==> config.mk <==
export PLATFORM = sky130hd
export DESIGN_NAME = reg_axil_master_bridge
export DESIGN_NICKNAME = d
export VERILOG_FILES = /design/src/rtl/reg_axil_master_bridge.sv
export SDC_FILE = /design/constraint.sdc
export NUM_CORES = 1
export LEC_CHECK = 0
export ABC_AREA = 1
export BUFFER_PORTS_ARGS = -buffer_cell sky130_fd_sc_hd__buf_2
export CORE_UTILIZATION = 50
export CTS_CLUSTER_SIZE = 40
export DETAILED_ROUTE_END_ITERATION = 6
export PLACE_DENSITY = 0.85
export SETUP_SLACK_MARGIN = 0.5
export SYNTH_ARGS = -nofsm -noshare
export SYNTH_HDL_FRONTEND = slang
export SYNTH_SLANG_ARGS = --single-unit
==> constraint.sdc <==
create_clock -name clk -period 1.6 [get_ports clk]
set_clock_uncertainty 0.05 [all_clocks]
set_input_delay 0.08 -clock clk [delete_from_list [all_inputs] [get_ports clk]]
set_output_delay 0.08 -clock clk [all_outputs]
set_load 0.05 [all_outputs]
==> src/rtl/reg_axil_master_bridge.sv <==
// reg_axil_master_bridge
//
// AXI4-Lite slave that turns PS-side bus accesses into the single-cycle
// strobe interface of the TLK2711 register manager. Only one transaction is
// in flight at a time. When AW/W and AR arrive together, the write goes first.
//
// Ports
//   clk, rst_n            PS clock, asynchronous active-low reset
//   s_axil_aw*            write address channel (16-bit byte address)
//   s_axil_w*             write data channel (64-bit data, 8 byte strobes)
//   s_axil_b*             write response channel
//   s_axil_ar*            read address channel
//   s_axil_r*             read data channel
//   o_reg_wen/waddr/wdata one-cycle write strobe with address and data
//   o_reg_ren/raddr       one-cycle read strobe with address
//   i_reg_rdata           read data, valid RD_LATENCY cycles after o_reg_ren
//
// state    | meaning
// ---------+-----------------------------------------------------------
// IDLE     | collecting AW/W, or accepting AR when no write is pending
// WR_ISSUE | o_reg_wen is high in this cycle (unless the write is rejected)
// WR_RESP  | bvalid is high, waiting for bready
// RD_ISSUE | o_reg_ren is high in this cycle (unless the read is rejected)
// RD_WAIT  | counting down the register manager's read latency
// RD_RESP  | rvalid is high, waiting for rready

module reg_axil_master_bridge #(
    parameter int RD_LATENCY = 6,
    parameter int ADDR_LSB   = 3
) (
    input  logic        clk,
    input  logic        rst_n,
    input  logic [15:0] s_axil_awaddr,
    input  logic        s_axil_awvalid,
    output logic        s_axil_awready,
    input  logic [63:0] s_axil_wdata,
    input  logic [7:0]  s_axil_wstrb,
    input  logic        s_axil_wvalid,
    output logic        s_axil_wready,
    output logic [1:0]  s_axil_bresp,
    output logic        s_axil_bvalid,
    input  logic        s_axil_bready,
    input  logic [15:0] s_axil_araddr,
    input  logic        s_axil_arvalid,
    output logic        s_axil_arready,
    output logic [63:0] s_axil_rdata,
    output logic [1:0]  s_axil_rresp,
    output logic        s_axil_rvalid,
    input  logic        s_axil_rready,
    output logic        o_reg_wen,
    output logic [15:0] o_reg_waddr,
    output logic [63:0] o_reg_wdata,
    output logic        o_reg_ren,
    output logic [15:0] o_reg_raddr,
    input  logic [63:0] i_reg_rdata
);

    localparam logic [2:0] S_IDLE     = 3'd0;
    localparam logic [2:0] S_WR_ISSUE = 3'd1;
    localparam logic [2:0] S_WR_RESP  = 3'd2;
    localparam logic [2:0] S_RD_ISSUE = 3'd3;
    localparam logic [2:0] S_RD_WAIT  = 3'd4;
    localparam logic [2:0] S_RD_RESP  = 3'd5;

    localparam logic [1:0] RESP_OKAY   = 2'b00;
    localparam logic [1:0] RESP_SLVERR = 2'b10;

    logic [2:0]  state;
    logic        run;
    logic        aw_held;
    logic        w_held;
    logic [15:0] aw_addr;
    logic [63:0] w_data;
    logic [7:0]  w_strb;
    logic [15:0] ar_addr;
    logic [3:0]  cnt;

    logic        idle;
    logic        aw_hs;
    logic        w_hs;
    logic        ar_hs;
    logic        wr_misaligned;
    logic        wr_zero_strb;
    logic        rd_misaligned;
    logic        ar_in_misaligned;

    // run keeps every ready low while reset is asserted, even though the FSM
    // already sits in IDLE.
    assign idle = run && (state == S_IDLE);

    assign s_axil_awready = idle && !aw_held;
    assign s_axil_wready  = idle && !w_held;
    // AR is also refused when AW or W arrives in the same cycle, so that a
    // write that is only half collected cannot be overtaken by a read.
    assign s_axil_arready = idle && !aw_held && !w_held
                            && !s_axil_awvalid && !s_axil_wvalid;

    assign aw_hs = s_axil_awvalid && s_axil_awready;
    assign w_hs  = s_axil_wvalid  && s_axil_wready;
    assign ar_hs = s_axil_arvalid && s_axil_arready;

    assign wr_misaligned    = |aw_addr[ADDR_LSB-1:0];
    assign wr_zero_strb     = ~|w_strb;
    assign rd_misaligned    = |ar_addr[ADDR_LSB-1:0];
    assign ar_in_misaligned = |s_axil_araddr[ADDR_LSB-1:0];

    // Strobes are launched on the transition into WR_ISSUE/RD_ISSUE.
    // This makes o_reg_wen/o_reg_ren registered outputs that are high for
    // exactly the ISSUE cycle. The read counter is loaded during RD_ISSUE.
    // As a result, i_reg_rdata is sampled RD_LATENCY cycles after the strobe.
    always_ff @(posedge clk or negedge rst_n) begin
        if (!rst_n) begin
            state         <= S_IDLE;
            run           <= 1'b0;
            aw_held       <= 1'b0;
            w_held        <= 1'b0;
            aw_addr       <= '0;
            w_data        <= '0;
            w_strb        <= '0;
            ar_addr       <= '0;
            cnt           <= '0;
            s_axil_bresp  <= RESP_OKAY;
            s_axil_bvalid <= 1'b0;
            s_axil_rdata  <= '0;
            s_axil_rresp  <= RESP_OKAY;
            s_axil_rvalid <= 1'b0;
            o_reg_wen     <= 1'b0;
            o_reg_waddr   <= '0;
            o_reg_wdata   <= '0;
            o_reg_ren     <= 1'b0;
            o_reg_raddr   <= '0;
        end else begin
            run       <= 1'b1;
            o_reg_wen <= 1'b0;
            o_reg_ren <= 1'b0;

            if (aw_hs) begin
                aw_held <= 1'b1;
                aw_addr <= s_axil_awaddr;
            end
            if (w_hs) begin
                w_held <= 1'b1;
                w_data <= s_axil_wdata;
                w_strb <= s_axil_wstrb;
            end

            case (state)
                S_IDLE: begin
                    if (aw_held && w_held) begin
                        // The register manager has no byte enables. Any
                        // non-zero strobe therefore writes the whole word.
                        if (!wr_misaligned && !wr_zero_strb) begin
                            o_reg_wen   <= 1'b1;
                            o_reg_waddr <= aw_addr;
                            o_reg_wdata <= w_data;
                        end
                        state <= S_WR_ISSUE;
                    end else if (ar_hs) begin
                        ar_addr <= s_axil_araddr;
                        if (!ar_in_misaligned) begin
                            o_reg_ren   <= 1'b1;
                            o_reg_raddr <= s_axil_araddr;
                        end
                        state <= S_RD_ISSUE;
                    end
                end

                S_WR_ISSUE: begin
                    s_axil_bvalid <= 1'b1;
                    s_axil_bresp  <= wr_misaligned ? RESP_SLVERR : RESP_OKAY;
                    state         <= S_WR_RESP;
                end

                S_WR_RESP: begin
                    if (s_axil_bready) begin
                        s_axil_bvalid <= 1'b0;
                        aw_held       <= 1'b0;
                        w_held        <= 1'b0;
                        state         <= S_IDLE;
                    end
                end

                S_RD_ISSUE: begin
                    if (rd_misaligned) begin
                        s_axil_rdata  <= '0;
                        s_axil_rresp  <= RESP_SLVERR;
                        s_axil_rvalid <= 1'b1;
                        state         <= S_RD_RESP;
                    end else begin
                        cnt   <= 4'(RD_LATENCY - 1);
                        state <= S_RD_WAIT;
                    end
                end

                S_RD_WAIT: begin
                    if (cnt == 4'd0) begin
                        s_axil_rdata  <= i_reg_rdata;
                        s_axil_rresp  <= RESP_OKAY;
                        s_axil_rvalid <= 1'b1;
                        state         <= S_RD_RESP;
                    end else begin
                        cnt <= cnt - 4'd1;
                    end
                end

                S_RD_RESP: begin
                    if (s_axil_rready) begin
                        s_axil_rvalid <= 1'b0;
                        state         <= S_IDLE;
                    end
                end

                default: state <= S_IDLE;
            endcase
        end
    end

endmodule

# ---- After elaboration in Yosys (flattened, before gate mapping)
# Cells that the tools add are included.
# Widths: inputs -> output; s select.
dict set report totals {
  mem_bits_ro 0
  mem_bits_rw 0
  inputBits 175
  elab_cells 103
  latch_bits 0
  memories 0
  output_inout_bits 171
  regBits 269
}
dict set report op_classes {
  shifts 0
  muxes 36
  n_eq_ne 12
  n_div 0
  n_addsub 1
  multipliers 0
  n_reduce_logical 33
  n_bitwise 2
  magnitude_cmp 0
}
# op count
set ops {}
lappend ops {{$mux 64} 2}
lappend ops {{$pmux 64 s2} 1}
lappend ops {{$mux 1} 18}
lappend ops {{$pmux 3 s6} 1}
lappend ops {{$mux 3} 5}
lappend ops {{$ne 2x2->1 const B} 6}
lappend ops {{$reduce_and 3->1} 4}
lappend ops {{$reduce_and 4->1} 3}
lappend ops {{$logic_and 1x1->1} 11}
lappend ops {{$reduce_or 3->1} 3}
lappend ops {{$mux 4} 2}
lappend ops {{$pmux 4 s2} 1}
lappend ops {{$reduce_or 8->1} 1}
lappend ops {{$eq 3x2->1 const B} 2}
lappend ops {{$eq 3x3->1 const B} 2}
lappend ops {{$mux 2} 3}
lappend ops {{$logic_not 1->1} 5}
lappend ops {{$logic_not 4->1} 1}
lappend ops {{$pmux 2 s2} 1}
lappend ops {{$reduce_bool 2->1} 2}
lappend ops {{$sub 4x1->4 const B} 1}
lappend ops {{$eq 3x1->1 const B} 1}
lappend ops {{$logic_not 3->1} 1}
lappend ops {{$ne 3x2->1 const B} 1}
lappend ops {{other kinds (5)} 6}

# ---- Longest topological paths before layout
dict set report depth {
  depth_word 10
  depth_mapped 9
  depth_no_buf 8
}

# ---- Least setup slack after synthesis
# No wires, ideal clock.
dict set report synth_timing {
  path_kind {reg2reg}
  startpoint {reg state[0]}
  endpoint {reg o_reg_raddr[10]}
  stages_incl_launch_ff 8
  path_slack_ns -0.066
  period_less_slack_ns 1.666
  n_path_buf 1
  arrival_time_ns 1.499
  setup_ns 0.118
  t_required_ns 1.432
  path_cell_list {dfrtp_1 -> nor2_2 -> nand4_1 -> nor2_4 -> nand3_4 -> buf_2 -> nand2_1 -> nand2_1}
}
dict set report synth_via {
  elab_chain_cells 8
}
# item line_no
set synth_lines {}
lappend synth_lines {{from (decl)} 68} ;# logic [2:0] state;
lappend synth_lines {{from (signal assigned)} 113} ;# state <= S_IDLE;
lappend synth_lines {{from (signal assigned)} 157} ;# state <= S_WR_ISSUE;
lappend synth_lines {{from (signal assigned)} 164} ;# state <= S_RD_ISSUE;
lappend synth_lines {{$logic_not 3->1} 89} ;# assign idle = run && (state == S_IDLE);
lappend synth_lines {{$logic_and 1x1->1} 89}
lappend synth_lines {{$logic_and 1x1->1 (2 in series)} 95} ;# assign s_axil_arready = idle && !aw_held && !w_held
lappend synth_lines {{$logic_and 1x1->1 (2 in series)} 96} ;# && !s_axil_awvalid && !s_axil_wvalid;
lappend synth_lines {{net s_axil_arready} 45} ;# output logic s_axil_arready,
lappend synth_lines {{$logic_and 1x1->1} 100} ;# assign ar_hs = s_axil_arvalid && s_axil_arready;
lappend synth_lines {{$reduce_and 4->1 (no line)} n/a}
lappend synth_lines {{to (signal assigned)} 162} ;# o_reg_raddr <= s_axil_araddr;
lappend synth_lines {{to (decl)} 54} ;# output logic [15:0] o_reg_raddr,
# The timed path passes the listed nets, and every way through them passes these cells.
# A chain may end at the register's enable or synchronous reset.

# ---- Final worst setup path
dict set report layout_timing {
  startpoint {reg state[1]}
  endpoint {reg s_axil_rdata[27]}
}
dict set report layout_via {
  elab_chain_cells 3
  elab_cells_between_ends 7
  cone_classes {eq/ne: 4; mux: 1; reduce/logical: 2}
}
# item line_no
set layout_lines {}
lappend layout_lines {{$eq 3x3->1 or $eq 3x2->1 (tied branches)} 147} ;# case (state)
lappend layout_lines {{$ne 2x2->1 (no line) or $reduce_bool 2->1 (tied branches)} n/a}
lappend layout_lines {{$reduce_and 3->1 (no line)} n/a}
lappend layout_lines {{to (signal assigned)} 197} ;# s_axil_rdata <= i_reg_rdata;
lappend layout_lines {{to (decl)} 46} ;# output logic [63:0] s_axil_rdata,
# Several ways; a longest one is shown, not always the timed one.

==> impl_metrics.sql <==
INSERT INTO impl_metrics (metric_group, metric, value, unit) VALUES
('clocking', 'cts.htree.levels', '1', ''),
('clocking', 'hold_buffers', '172', ''),
('die', 'design.die.area', '0.0219', 'mm^2'),
('sta', 'rsz0062_at_grt', 'true', ''),
('die', 'io-pin-count', '346', ''),
('drt', 'vias', '12000', ''),
('logic_synthesis', 'postSynthRegisterBits', '267', ''),
('sta', 'final_min_period_over_clock_period', '121', '%'),
('logic_synthesis', 'synth_cell_types', '27', ''),
('critical_path', 'crit_path_max_fanout', '16', ''),
('place', 'place.detailed.instances', '1778', ''),
('place', 'post-dp-hpwl', '18.9', 'mm'),
('final_layout', 'area_growth_syn_to_layout', '64.5', '%'),
('clocking', 'clk_root_buffer_cell', 'sky130_fd_sc_hd__clkbuf_16', ''),
('clocking', 'clock_path_buffers', '3', ''),
('critical_path', 'critical_path_cell_list', 'buf_4, inv_4, nand2_2, nor2_4, nand4_4, nand2_4, buf_6, buf_16, inv_16, nand2_1, nand2_1', ''),
('sta', 'max_clock_freq', '517', 'MHz'),
('drt', 'wl_per_cell', '22.6', 'um'),
('critical_path', 'cp_top_family', 'simple AND/OR/NAND/NOR gates', ''),
('drt', 'drt_pass1_iterations', '7', ''),
('power_and_ir_drop', 'power_density', '1910', 'mW/mm^2'),
('logic_synthesis', 'syn_area_per_cell', '9.01', 'um^2'),
('clocking', 'clkLatencyLatePin', '540', 'ps'),
('logic_synthesis', 'xor_and_xnor_area_share_after_synthesis', '0.0823', '%'),
('logic_synthesis', 'post_synthesis_instance_total', '1181', ''),
('drt', 'post_drt_via_cell_ratio', '5.81', ''),
('final_layout', 'num-fill-cells', '980', ''),
('clocking', 'cts_num_sinks', '267', ''),
('critical_path', 'worstRegToRegCells', '11', ''),
('place', 'pre_cts_setup_slack', '-68.6', 'ps'),
('hold_path', 'hold_depth', '4', ''),
('sta', 'tmin_final', '1940', 'ps'),
('critical_path', 'worstSetupPathType', 'reg2reg', ''),
('grt', 'first_pass_grt_wire_length', '62.7', 'mm'),
('sta', 'fin_worst_hold_slack', '-64.0', 'ps'),
('power_and_ir_drop', 'ir_drop', '1.34', 'mV'),
('final_layout', 'layout-drive-gt1-share', '39.0', '%'),
('hold_path', 'hold-path-endpoint', 'ar_addr[2]', ''),
('die', 'placement_rows', '53', ''),
('logic_synthesis', 'fraction_of_the_mapped_netlist_area_in_compound_gates', '0.435', '%'),
('critical_path', 'r2r-start', 'state[1]', ''),
('final_layout', 'post-route-cell-area', '0.0175', 'mm^2'),
('place', 'place_congestion', '0.836', ''),
('grt', 'globalRouteTotalUtil', '37.5', '%'),
('sta', 'final_max_slew_viol_count', '0', ''),
('critical_path', 'cp_data_arrival_time', '2290', 'ps'),
('critical_path', 'critical_path.endpoint_type', 'flop', ''),
('clocking', 'clock_tree_from_tritoncts', 'built', ''),
('drt', 'drc', '8', ''),
('critical_path', 'critical_path.n_buffers_inverters', '5', ''),
('critical_path', 'slowest_stage', 'sky130_fd_sc_hd__dfrtp_1', ''),
('final_layout', 'finish.cell_count_without_fillers', '2061', ''),
('run_status', 'violations', 'design-rule violations, negative hold slack, negative setup slack', ''),
('logic_synthesis', 'yosysWarningCount', '0', ''),
('sta', 'final.setup.worst_slack', '-336', 'ps'),
('hold_path', 'timing.hold.worst.class', 'in2reg', ''),
('run_status', 'run_status', 'complete, but fails checks', ''),
('final_layout', 'postLayoutCoreUtil', '83.6', '%'),
('critical_path', 'r2r_slack', '-340', 'ps'),
('critical_path', 'setup.worst_path.start_class', 'flop', ''),
('critical_path', 'required', '1960', 'ps'),
('die', 'die_y', '148', 'um'),
('logic_synthesis', 'netlist_area', '0.0106', 'mm^2'),
('sta', 'setup_viol', '175', ''),
('sta', 'hold_viol_final', '3', ''),
('clocking', 'clk_pin_slew_worst_paths', '70', 'ps'),
('place', 'port_buffers', '343', ''),
('die', 'core', '0.0210', 'mm^2'),
('critical_path', 'reg2reg_to', 's_axil_rdata[27]', ''),
('final_layout', 'final_net_count', '1939', ''),
('grt', 'maximum_number_of_pins_on_one_net_before_global_route_repair', '73', '');
what timing repair did:
action,4_1_cts,5_1_grt
setup endpoints to repair,434,435
buffers inserted,29,2
pin swaps,12,18
gates cloned,18,10
hold endpoints to repair,445,1
resized for setup,78,186
metal layers:
metal / part of all wire (%) / up-vias / global-route usage, % / wire length, um
li1: - / 4873 / - / -
met1: 33 / 5699 / 41.7 / 15300
met2: 48 / 1033 / 63.4 / 22100
met3: 11 / 370 / 9.97 / 5130
met4: 8.5 / 2 / 24.8 / 3940
met5: 0.028 / - / 0 / 13
where the power goes:
| part | leakage (nW) | switching, mW | internal, mW |
|---|---|---|---|
| registers | 3.52 | 2.05 | 9.28 |
| clock network | 0.406 | 2.76 | 3.40 |
| logic | 5.57 | 10.9 | 5.08 |
sequential cells by signal (all words and copies together) (netlist names), 3 cells and up:
| signal | flops |
|---|---|
| o_reg_waddr | 16 |
| o_reg_wdata | 64 |
| ar_addr | 3 |
| state | 3 |
| cnt | 4 |
| w_data | 64 |
| s_axil_rdata | 64 |
| o_reg_raddr | 16 |
| w_strb | 8 |
| aw_addr | 16 |
how the worst max path moves through the flow:
stage / from / endpoint / slack [ps] / cells after the start
5_1_grt: state[1] / s_axil_rdata[27] / -450 / 11
4_1_cts: state[0] / s_axil_wready / -230 / 6
3_5_place_dp: state[1] / w_data[0] / -70 / 8
2_1_floorplan: state[0] / o_reg_raddr[10] / -40 / 8
6_report: state[1] / s_axil_rdata[27] / -340 / 11
3_3_place_gp: state[1] / w_data[0] / -50 / 8
cell families (layout without fill, tap and decap cells):
kind of cell,count (synthesis),in the layout
multiplexers,1,1
buffers and inverters,97,696
AND/OR/NAND/NOR,803,804
adder cells (fa/ha/maj),1,1
other,2,7
flip-flops,267,267
AO/OA/AOI/OAI,9,9
XOR/XNOR,1,1
cells in the final DEF, fill, tap and decap left out, types with 3 or more instances in the layout:
master / instances
sky130_fd_sc_hd__diode_2: 4
sky130_fd_sc_hd__buf_4: 27
sky130_fd_sc_hd__nand2_1: 479
sky130_fd_sc_hd__o21ai_1: 3
sky130_fd_sc_hd__bufbuf_16: 3
sky130_fd_sc_hd__inv_1: 18
sky130_fd_sc_hd__nor2_4: 4
sky130_fd_sc_hd__buf_2: 339
sky130_fd_sc_hd__buf_16: 13
sky130_fd_sc_hd__inv_16: 4
sky130_fd_sc_hd__nand2_4: 35
sky130_fd_sc_hd__nand3_2: 46
sky130_fd_sc_hd__nor2_1: 16
sky130_fd_sc_hd__buf_12: 27
sky130_fd_sc_hd__inv_2: 7
sky130_fd_sc_hd__clkinv_2: 3
sky130_fd_sc_hd__inv_4: 3
sky130_fd_sc_hd__nand3_4: 8
sky130_fd_sc_hd__nand4_1: 6
sky130_fd_sc_hd__clkbuf_1: 8
sky130_fd_sc_hd__conb_1: 3
sky130_fd_sc_hd__dlygate4sd3_1: 172
sky130_fd_sc_hd__buf_6: 16
sky130_fd_sc_hd__nand2_2: 93
sky130_fd_sc_hd__nand2_8: 3
sky130_fd_sc_hd__dfrtp_1: 267
sky130_fd_sc_hd__nand3_1: 109
sky130_fd_sc_hd__clkbuf_16: 34
sky130_fd_sc_hd__buf_8: 10
sky130_fd_sc_hd__clkbuf_8: 6
final cells by class:
class	instances	area, um^2	share of cell area, %
Sequential cell	267	6680	38.2
Tap cell	275	344	1.97
Antenna cell	4	10.0	0.0572
Multi-Input combinational cell	819	4300	24.6
Clock buffer	41	788	4.50
Timing Repair Buffer	614	5120	29.3
Inverter	30	144	0.822
Clock inverter	7	47.5	0.272
Timing Repair inverter	4	71.3	0.407
Yosys cell counts (all sizes together):
| cell type | number | share of area, % |
|---|---|---|
| a21oi | 2 | 0.094 |
| buf | 48 | 3.7 |
| clkbuf | 19 | 0.67 |
| conb | 2 | 0.071 |
| dfrtp | 267 | 63 |
| ha | 1 | 0.12 |
| inv | 30 | 1.1 |
| mux2 | 1 | 0.11 |
| nand2 | 609 | 22 |
| nand3 | 163 | 7.8 |
| nand4 | 7 | 0.47 |
| nor2 | 21 | 0.98 |
| nor3 | 3 | 0.24 |
| o21ai | 6 | 0.28 |
| o22ai | 1 | 0.059 |
| xor2 | 1 | 0.082 |
through the flow:
| stage | hold WS (ps) | setup TNS, ps | power [mW] |
|---|---|---|---|
| 2_1_floorplan | -266 | -457 | 19.2 |
| 6_report | -64.0 | -18040 | 33.4 |
| 3_3_place_gp | -46.9 | -53.1 | 22.1 |
| 5_1_grt | -40.3 | -32940 | 34.5 |
| 3_5_place_dp | -47.6 | -1390 | 22.4 |
| 4_1_cts | -95.1 | -11290 | 30.5 |
worst register-to-register path, delay by kind of cell (launching register included):
family	cells	cell delay [ps]
buffers and inverters	5	630
flip-flops	1	390
AND/OR/NAND/NOR	6	740
(Power assumes the default switching activity.)
